--- config.mk ---
export PLATFORM = sky130hd
export DESIGN_NAME = usb_transmitter
export DESIGN_NICKNAME = d
export VERILOG_FILES = /design/src/rtl/usb_transmitter.sv
export SDC_FILE = /design/constraint.sdc
export NUM_CORES = 1
export LEC_CHECK = 0
export CORE_ASPECT_RATIO = 0.6
export CORE_UTILIZATION = 57
export CTS_BUF_LIST = sky130_fd_sc_hd__clkbuf_2 sky130_fd_sc_hd__clkbuf_4 sky130_fd_sc_hd__clkbuf_8
export CTS_CLUSTER_SIZE = 10
export DETAILED_ROUTE_END_ITERATION = 10
export GPL_ROUTABILITY_DRIVEN = 0
export PLACE_DENSITY = 0.82
export SYNTH_ARGS = -nofsm -noshare
export SYNTH_HDL_FRONTEND = slang
export SYNTH_SLANG_ARGS = --single-unit
--- constraint.sdc ---
create_clock -name clk -period 2.33 [get_ports clk]
set_input_delay 0.466 -clock clk [delete_from_list [all_inputs] [get_ports clk]]
set_output_delay 0.466 -clock clk [all_outputs]
set_load 0.005 [all_outputs]
--- src/rtl/usb_transmitter.sv ---
// USB full-speed packet transmitter: SYNC, PID, FIFO payload and EOP.
// The line is NRZI-coded with bit stuffing, LSB first, and each bit is held CLKS_PER_BIT clocks.
//
// state      | meaning
// IDLE       | line at J, waiting for tx_start
// LOAD       | request accepted, first SYNC bit goes out on the next edge
// SYNC       | shifting out 8'h80
// PID        | shifting out {~pid,pid}
// DATA       | shifting out payload bytes popped from the FIFO
// EOP_SE0    | both lines low for EOP_SE0_BITS bit periods
// EOP_J      | one bit period of J, then tx_done
module usb_transmitter #(
  parameter int CLKS_PER_BIT = 8,
  parameter int EOP_SE0_BITS = 2,
  parameter int MAX_BYTES    = 64
) (
  input  logic       clk,
  input  logic       rst,
  input  logic       tx_start,
  input  logic [3:0] tx_pid,
  input  logic [6:0] tx_num_bytes,
  input  logic [7:0] tx_data,
  input  logic       fifo_empty,
  output logic       get_tx_data,
  output logic       d_plus_out,
  output logic       d_minus_out,
  output logic       tx_busy,
  output logic       tx_done,
  output logic       tx_error
);

  localparam int TW = (CLKS_PER_BIT > 1) ? $clog2(CLKS_PER_BIT) : 1;
  localparam logic [TW-1:0] TMAX = TW'(CLKS_PER_BIT - 1);

  localparam logic [2:0] ST_IDLE    = 3'd0;
  localparam logic [2:0] ST_LOAD    = 3'd1;
  localparam logic [2:0] ST_SYNC    = 3'd2;
  localparam logic [2:0] ST_PID     = 3'd3;
  localparam logic [2:0] ST_DATA    = 3'd4;
  localparam logic [2:0] ST_EOP_SE0 = 3'd5;
  localparam logic [2:0] ST_EOP_J   = 3'd6;

  logic [2:0]    state_q, state_d;
  logic [TW-1:0] timer_q, timer_d;
  logic [7:0]    shift_q, shift_d;
  logic [2:0]    bits_left_q, bits_left_d;
  logic [2:0]    ones_q, ones_d;
  logic [6:0]    byte_cnt_q, byte_cnt_d;
  logic [3:0]    pid_q, pid_d;
  logic          line_q, line_d;
  logic          se0_q, se0_d;
  logic          pop_q, pop_d;
  logic          busy_q, busy_d;
  logic          done_q, done_d;
  logic          error_q, error_d;

  logic       boundary;
  logic       emit_v;
  logic       bit_v;
  logic       enter_eop;
  logic [7:0] pid_byte;

  assign boundary = (timer_q == '0);
  assign pid_byte = {~pid_q, pid_q};

  always_comb begin
    state_d     = state_q;
    timer_d     = timer_q;
    shift_d     = shift_q;
    bits_left_d = bits_left_q;
    ones_d      = ones_q;
    byte_cnt_d  = byte_cnt_q;
    pid_d       = pid_q;
    line_d      = line_q;
    se0_d       = se0_q;
    pop_d       = 1'b0;
    busy_d      = busy_q;
    done_d      = 1'b0;
    error_d     = error_q;
    emit_v      = 1'b0;
    bit_v       = 1'b0;
    enter_eop   = 1'b0;

    case (state_q)
      ST_IDLE: begin
        if (tx_start) begin
          state_d    = ST_LOAD;
          pid_d      = tx_pid;
          byte_cnt_d = (tx_num_bytes > 7'(MAX_BYTES)) ? 7'(MAX_BYTES) : tx_num_bytes;
          error_d    = 1'b0;
        end
      end
      ST_LOAD: begin
        state_d     = ST_SYNC;
        busy_d      = 1'b1;
        timer_d     = TMAX;
        ones_d      = '0;
        emit_v      = 1'b1;
        bit_v       = 1'b0;
        shift_d     = 8'h40;
        bits_left_d = 3'd7;
      end
      ST_SYNC, ST_PID, ST_DATA: begin
        if (boundary) begin
          timer_d = TMAX;
          // A pending stuff bit takes priority over both the next data bit and EOP.
          if (ones_q == 3'd6) begin
            emit_v = 1'b1;
            bit_v  = 1'b0;
          end else if (bits_left_q != '0) begin
            emit_v      = 1'b1;
            bit_v       = shift_q[0];
            shift_d     = {1'b0, shift_q[7:1]};
            bits_left_d = bits_left_q - 3'd1;
          end else if (state_q == ST_SYNC) begin
            state_d     = ST_PID;
            emit_v      = 1'b1;
            bit_v       = pid_byte[0];
            shift_d     = {1'b0, pid_byte[7:1]};
            bits_left_d = 3'd7;
          end else if (byte_cnt_q == '0) begin
            enter_eop = 1'b1;
          end else if (fifo_empty) begin
            error_d   = 1'b1;
            enter_eop = 1'b1;
          end else begin
            state_d     = ST_DATA;
            emit_v      = 1'b1;
            bit_v       = tx_data[0];
            shift_d     = {1'b0, tx_data[7:1]};
            bits_left_d = 3'd7;
            byte_cnt_d  = byte_cnt_q - 7'd1;
            pop_d       = 1'b1;
          end
        end else begin
          timer_d = timer_q - TW'(1);
        end
      end
      ST_EOP_SE0: begin
        if (boundary) begin
          timer_d = TMAX;
          if (bits_left_q != '0) begin
            bits_left_d = bits_left_q - 3'd1;
          end else begin
            state_d = ST_EOP_J;
            se0_d   = 1'b0;
            line_d  = 1'b1;
          end
        end else begin
          timer_d = timer_q - TW'(1);
        end
      end
      ST_EOP_J: begin
        if (boundary) begin
          state_d = ST_IDLE;
          timer_d = '0;
          busy_d  = 1'b0;
          done_d  = 1'b1;
        end else begin
          timer_d = timer_q - TW'(1);
        end
      end
      default: begin
        state_d = ST_IDLE;
        line_d  = 1'b1;
        se0_d   = 1'b0;
        busy_d  = 1'b0;
        timer_d = '0;
      end
    endcase

    // NRZI: a zero toggles the line, a one holds it and extends the run of ones.
    if (emit_v) begin
      if (!bit_v) begin
        line_d = ~line_q;
        ones_d = '0;
      end else begin
        ones_d = ones_q + 3'd1;
      end
    end

    if (enter_eop) begin
      state_d     = ST_EOP_SE0;
      se0_d       = 1'b1;
      bits_left_d = 3'(EOP_SE0_BITS - 1);
    end
  end

  always_ff @(posedge clk) begin
    if (rst) begin
      state_q     <= ST_IDLE;
      timer_q     <= '0;
      shift_q     <= '0;
      bits_left_q <= '0;
      ones_q      <= '0;
      byte_cnt_q  <= '0;
      pid_q       <= '0;
      line_q      <= 1'b1;
      se0_q       <= 1'b0;
      pop_q       <= 1'b0;
      busy_q      <= 1'b0;
      done_q      <= 1'b0;
      error_q     <= 1'b0;
    end else begin
      state_q     <= state_d;
      timer_q     <= timer_d;
      shift_q     <= shift_d;
      bits_left_q <= bits_left_d;
      ones_q      <= ones_d;
      byte_cnt_q  <= byte_cnt_d;
      pid_q       <= pid_d;
      line_q      <= line_d;
      se0_q       <= se0_d;
      pop_q       <= pop_d;
      busy_q      <= busy_d;
      done_q      <= done_d;
      error_q     <= error_d;
    end
  end

  assign d_plus_out  = line_q & ~se0_q;
  assign d_minus_out = ~line_q & ~se0_q;
  assign get_tx_data = pop_q;
  assign tx_busy     = busy_q;
  assign tx_done     = done_q;
  assign tx_error    = error_q;

endmodule

After elaboration in Yosys (flattened, before gate mapping)
Index checks and enable logic that the tools add are counted.
W data, S select, Z words.
{ "totals": {"ff_bits": 37, "latch_bits": 0, "mem_bits_rw": 0, "rom_bits": 0, "output_inout_bits": 6, "word_cells": 176, "n_memories": 0} }
{ "op_classes": {"n_addsub": 4, "multipliers": 0, "div_mod_pow": 0, "order_cmp": 1, "eq_ne": 36, "shift": 0, "n_mux": 85, "bitwise_logic": 9, "reduce_logical": 26} }
{ "op_table": {"columns": ["op", "n"], "rows": [
  ["$mux W3", 24],
  ["$mux W7", 8],
  ["$mux W8", 6],
  ["$mux W1", 37],
  ["$ne A3 B3 Y1 const B", 10],
  ["$ne A2 B2 Y1 const B", 12],
  ["$reduce_and A9 Y1", 2],
  ["$ne A4 B4 Y1 const B", 4],
  ["$pmux W8 S2", 1],
  ["$reduce_and A8 Y1", 2],
  ["$pmux W3 S5", 1],
  ["$pmux W7 S2", 1],
  ["$reduce_and A7 Y1", 2],
  ["$eq A3 B3 Y1 const B", 4],
  ["$pmux W3 S4", 1],
  ["$reduce_or A6 Y1", 2],
  ["$ne A5 B5 Y1 const B", 2],
  ["$pmux W3 S3", 1],
  ["$pmux W1 S2", 4],
  ["$gt A7 B7 Y1 const B", 1],
  ["$logic_not A7 Y1", 1],
  ["$sub A7 B1 Y7 const B", 1],
  ["$eq A3 B2 Y1 const B", 2],
  ["$logic_not A3 Y1", 2],
  ["other kinds (18)", 30]
]} }

Logic depth before layout (Yosys ltp)
{ "depth": {"ltp_word": 9, "depth_mapped": 9, "depth_no_buf": 7} }

Least setup slack after synthesis
No wires, ideal clock.
{ "synth_path": {"path_kind": "reg2reg", "startpoint": "register state_q[2]", "endpoint": "register byte_cnt_q[4]", "setup_ps": 135, "t_arrival_ps": 2003, "setup_slack_ps": 192, "path_stages_with_launch": 9, "path_buffers": 2, "period_less_slack_ps": 2138, "path_cell_list": "dfxtp_1 -> buf_2 -> inv_1 -> ha_1 -> clkbuf_1 -> nor4b_1 -> nor2_1 -> o311ai_0 -> o21ai_0"} }
{ "synth_between": {"elab_chain_cells": 4, "word_cells_on_any_way": 15} }
{ "synth_rtl": {"columns": ["item", "line_no", "rtl"], "rows": [
  ["from (decl)", "43", "logic [2:0] state_q, state_d;"],
  ["from (signal assigned)", "205", "state_q <= state_d;"],
  ["$eq A3 B2 Y1, or another cell as far along", "84, 115", null],
  ["$reduce_or A3 Y1", "84", "case (state_q)"],
  ["$ne A2 B2 Y1 (no line) / $reduce_bool A2 Y1 (equally long branches)", null, null],
  ["$reduce_and A8 Y1 (no line)", null, null],
  ["to (signal assigned)", "210", "byte_cnt_q <= byte_cnt_d;"],
  ["to (decl)", "48", "logic [6:0] byte_cnt_q, byte_cnt_d;"]
]} }
Parallel ways exist; a longest one is shown, timed or not.
A chain may end at the register's enable or synchronous reset.

Worst setup path in the final report
{ "layout_path": {"startpoint": "register timer_q[0]", "endpoint": "register byte_cnt_q[4]"} }
{ "layout_between": {"elab_chain_cells": 3} }
{ "layout_rtl": {"columns": ["item", "line_no", "rtl"], "rows": [
  ["from (decl)", "44", "logic [TW-1:0] timer_q, timer_d;"],
  ["from (signal assigned)", "206", "timer_q <= timer_d;"],
  ["$logic_not A3 Y1", "63", "assign boundary = (timer_q == '0);"],
  ["net boundary", "57", "logic boundary;"],
  ["$ne A2 B2 Y1 (no line)", null, null],
  ["$reduce_and A8 Y1 (no line)", null, null]
]} }
The timed path passes the listed nets, and every way through them passes these cells.

==> results.cfg <==
[outcome]
outcome = finished, violations left
violations = DRC

[drt]
wl_met2_um = 2600
routed.top_layer = met4
wl_met3_um = 491
drt-total-wl_um = 6510
ant_nets = 0
via_per_inst = 6.38
drc = 4
firstDrtPassIters = 8
num_vias = 2476
wl_per_cell_um = 16.8
wl_met1_um = 3350
drt_iter0_markers = 298

[sta]
post-route-period-util = 0.952
hold_viol = 0
setup_viol = 0
slew_headroom = 0.576
rsz0062_at_grt = no
worstMarginPinSlew_ns = 0.634
finClkSkew_ns = 0.00657
slew_viol_final = 0
holdWs_ns = 0.474
min_period_ns = 2.22
max_clock_freq_mhz = 451

[logic_synthesis]
avgSynthCellArea_um2 = 7.72
ys_async_sr_fraction = 0
synth.distinct_cells = 53
synth_top_area_frac = 0.312
syn_inst = 299
ys_top_cells_by_area = dfxtp_1, a21oi_1, ha_1
ys_seq_area_frac = 0.312
synth_flop_cell = dfxtp_1
synth_warnings = 0
syn-num-nets = 332
yosys.area.top_type = dfxtp_1
synth_edf_count = 0
synth_area_um2 = 2310
ys_ff_latch = 36

[critical_path]
crit_path_start = timer_q[0]$_SDFFE_PP0N_
worstRegToRegCells = 8
cp.required_ns = 2.48
crit_end = byte_cnt_q[4]$_SDFFE_PP0P_
end_kind = flop
crit_path_max_fanout = 3
reg2reg_slack_ns = 0.11
arrival_ns = 2.37
worstSetupStartpointType = flop
worstReg2RegStart = timer_q[0]$_SDFFE_PP0N_
worstReg2RegEnd = byte_cnt_q[4]$_SDFFE_PP0P_
path_class = flop to flop

[clock_network]
clkLatencyLatePin_ns = 0.28
holdBufCountCts = 0
clockRootBuffer = clkbuf_8
numCtsBuffers = 5
clockBufferDepth = 2
cts_sinks = 36
cts_tree = done
cts.clk_slew.worst_paths_ns = 0.07
cts_max_level = 2

[floorplan]
core_um2 = 3760
die_area_um2 = 4310
die_w_um = 84.1
start_util = 0.613
ios = 29
fp-row-count = 17
dieHeight_um = 51.3

[final_layout]
n_antenna_cell = 0
finalNetCount = 374
drive_gt1_frac = 0.126
fin_util = 0.757
final_cells = 388
area_delta_synth_final_pct = 23.6

[flow_run]
maxCapViolations = 0

[power]
p_int_uw = 2130
ir_drop_mv = 0.822
p_per_area_nw_per_um2 = 1420
p_leak_uw = 0.00110
p_clk_frac = 0.106
swShare = 0.473
p_switching_uw = 1910
seqPwrFrac = 0.236
p_comb_frac = 0.657

[grt]
grt_usage = 0.308
grt_max_degree = 23
grt_pass1_vias = 2054
grt_overflow = 0
antenna_found_initial = 0
grt_pass1_wl_um = 10200

[placed_design]
numPortBuffers = 28
dp_hpwl_um = 4900
dp_cells = 380

[hold_path]
hp-class = flop to flop
[power groups by stage]
stage	logic, uW	clock network, uW	registers (uW)
floorplan	1730	0	912
global placement	2460	0	954
detailed placement	2510	0	956
CTS	2530	431	945
global route	2900	454	969
finish	2660	430	955
[cells in the mapped netlist (2+ instances only)]
cell	number
nand2_1	20
a311oi_1	6
a21o_1	3
a2111o_1	4
and2_1	2
nand4b_1	2
a211oi_1	8
o211ai_1	3
inv_1	14
and3_1	5
a31oi_1	7
nor3b_1	3
o32ai_1	3
a21oi_1	30
o21ai_0	16
nand3_1	10
clkbuf_1	11
nor2b_1	7
nor2_1	32
o31ai_1	6
or2_1	2
ha_1	10
mux2i_1	5
nand2b_1	6
or3_1	3
nor3_1	14
nor4_1	2
buf_2	5
dfxtp_1	36
[what timing repair did]
item                       in CTS  in global routing
pin swaps                       0                  0
setup endpoints to repair       1                 13
setup buffers                   0                  1
gates resized for setup         0                  6
[routing by layer]
| layer | track usage | vias to the layer above |
|---|---|---|
| met5 | 0 | - |
| met4 | 0.0690 | 0 |
| met3 | 0.0549 | 10 |
| met2 | 0.440 | 137 |
| met1 | 0.473 | 1146 |
| li1 | - | 1183 |
[registers in the layout, summed over array words and instances, names as in the netlist, 3 cells and up]
register / cells
bits_left_q: 3
byte_cnt_q: 7
ones_q: 3
pid_q: 4
shift_q: 7
state_q: 3
timer_q: 3
[per-stage QoR]
| stage | total power [uW] | cell area [um^2] | setup TNS [ns] | setup slack, ns |
|---|---|---|---|---|
| after CTS | 3910 | 2820 | -0.00301 | -0.00301 |
| after global placement | 3410 | 2740 | 0 | 0.134 |
| after floorplan | 2640 | 2310 | 0 | 0.192 |
| after global routing | 4330 | 2850 | 0 | 0.00606 |
| final | 4040 | 2850 | 0 | 0.112 |
| after detailed placement | 3470 | 2740 | 0 | 0.00371 |
[cells in the final DEF (no fill, tap or decap), types with 2 or more instances in the layout]
master / netlist / final
o211ai_1: 3 / 3
mux2i_1: 5 / 5
nand2b_1: 6 / 6
o31ai_1: 6 / 6
and2_1: 2 / 2
o32ai_1: 3 / 3
clkdlybuf4s50_1: 0 / 28
nor2b_1: 7 / 7
nand4b_1: 2 / 2
a211oi_1: 8 / 8
a21oi_1: 30 / 30
nor2_1: 32 / 32
dfxtp_1: 36 / 36
nand2_1: 20 / 20
nor3b_2: 1 / 2
a31oi_1: 7 / 7
buf_4: 0 / 24
inv_1: 14 / 14
clkbuf_8: 0 / 5
o21ai_0: 16 / 15
nor3b_1: 3 / 2
nor4_1: 2 / 2
or3_1: 3 / 3
a311oi_1: 6 / 6
a2111o_1: 4 / 4
ha_1: 10 / 10
a21o_1: 3 / 2
or2_1: 2 / 2
and3_1: 5 / 5
nor3_1: 14 / 14
nand3_1: 10 / 10
[worst min-delay path by stage]
stage,startpoint,slack (ns),to,cells past startpoint
final,shift_q[4]$_SDFFE_PP0P_,0.47,shift_q[4]$_SDFFE_PP0P_,2
after global routing,shift_q[4]$_SDFFE_PP0P_,0.50,shift_q[4]$_SDFFE_PP0P_,2
after CTS,shift_q[4]$_SDFFE_PP0P_,0.47,shift_q[4]$_SDFFE_PP0P_,2
after detailed placement,shift_q[4]$_SDFFE_PP0P_,0.46,shift_q[4]$_SDFFE_PP0P_,2
after global placement,shift_q[4]$_SDFFE_PP0P_,0.46,shift_q[4]$_SDFFE_PP0P_,2
after floorplan,bits_left_q[0]$_SDFFE_PP0P_,0.44,bits_left_q[0]$_SDFFE_PP0P_,1
[worst max-delay path: stages, from the launching register on]
cell and delay (ns):
dfxtp_1 0.31, nor2_1 0.21, ha_1 0.24, a21bo_2 0.26, a2111oi_2 0.38, buf_4 0.19
nand2_1 0.08, o311ai_0 0.29, o21ai_0 0.13
[cells by family after synthesis]
group | Yosys count | share of synthesized area
compound gates | 99 | 0.286
fa+ha+maj | 10 | 0.0542
buf+inv | 31 | 0.0564
flops | 36 | 0.312
mux | 5 | 0.0217
simple gates | 118 | 0.269
[area by class of cell]
cell class                 instances  area (um^2)
multi-input combinational        232         1480
fill                             303          913
sequential                        36          721
timing repair buffer              52          460
clock buffer                       6         76.3
tap                               47         58.8
inverter                          14         52.6
clock inverter                     1         5.00
Power figures use the tool's default switching activity.
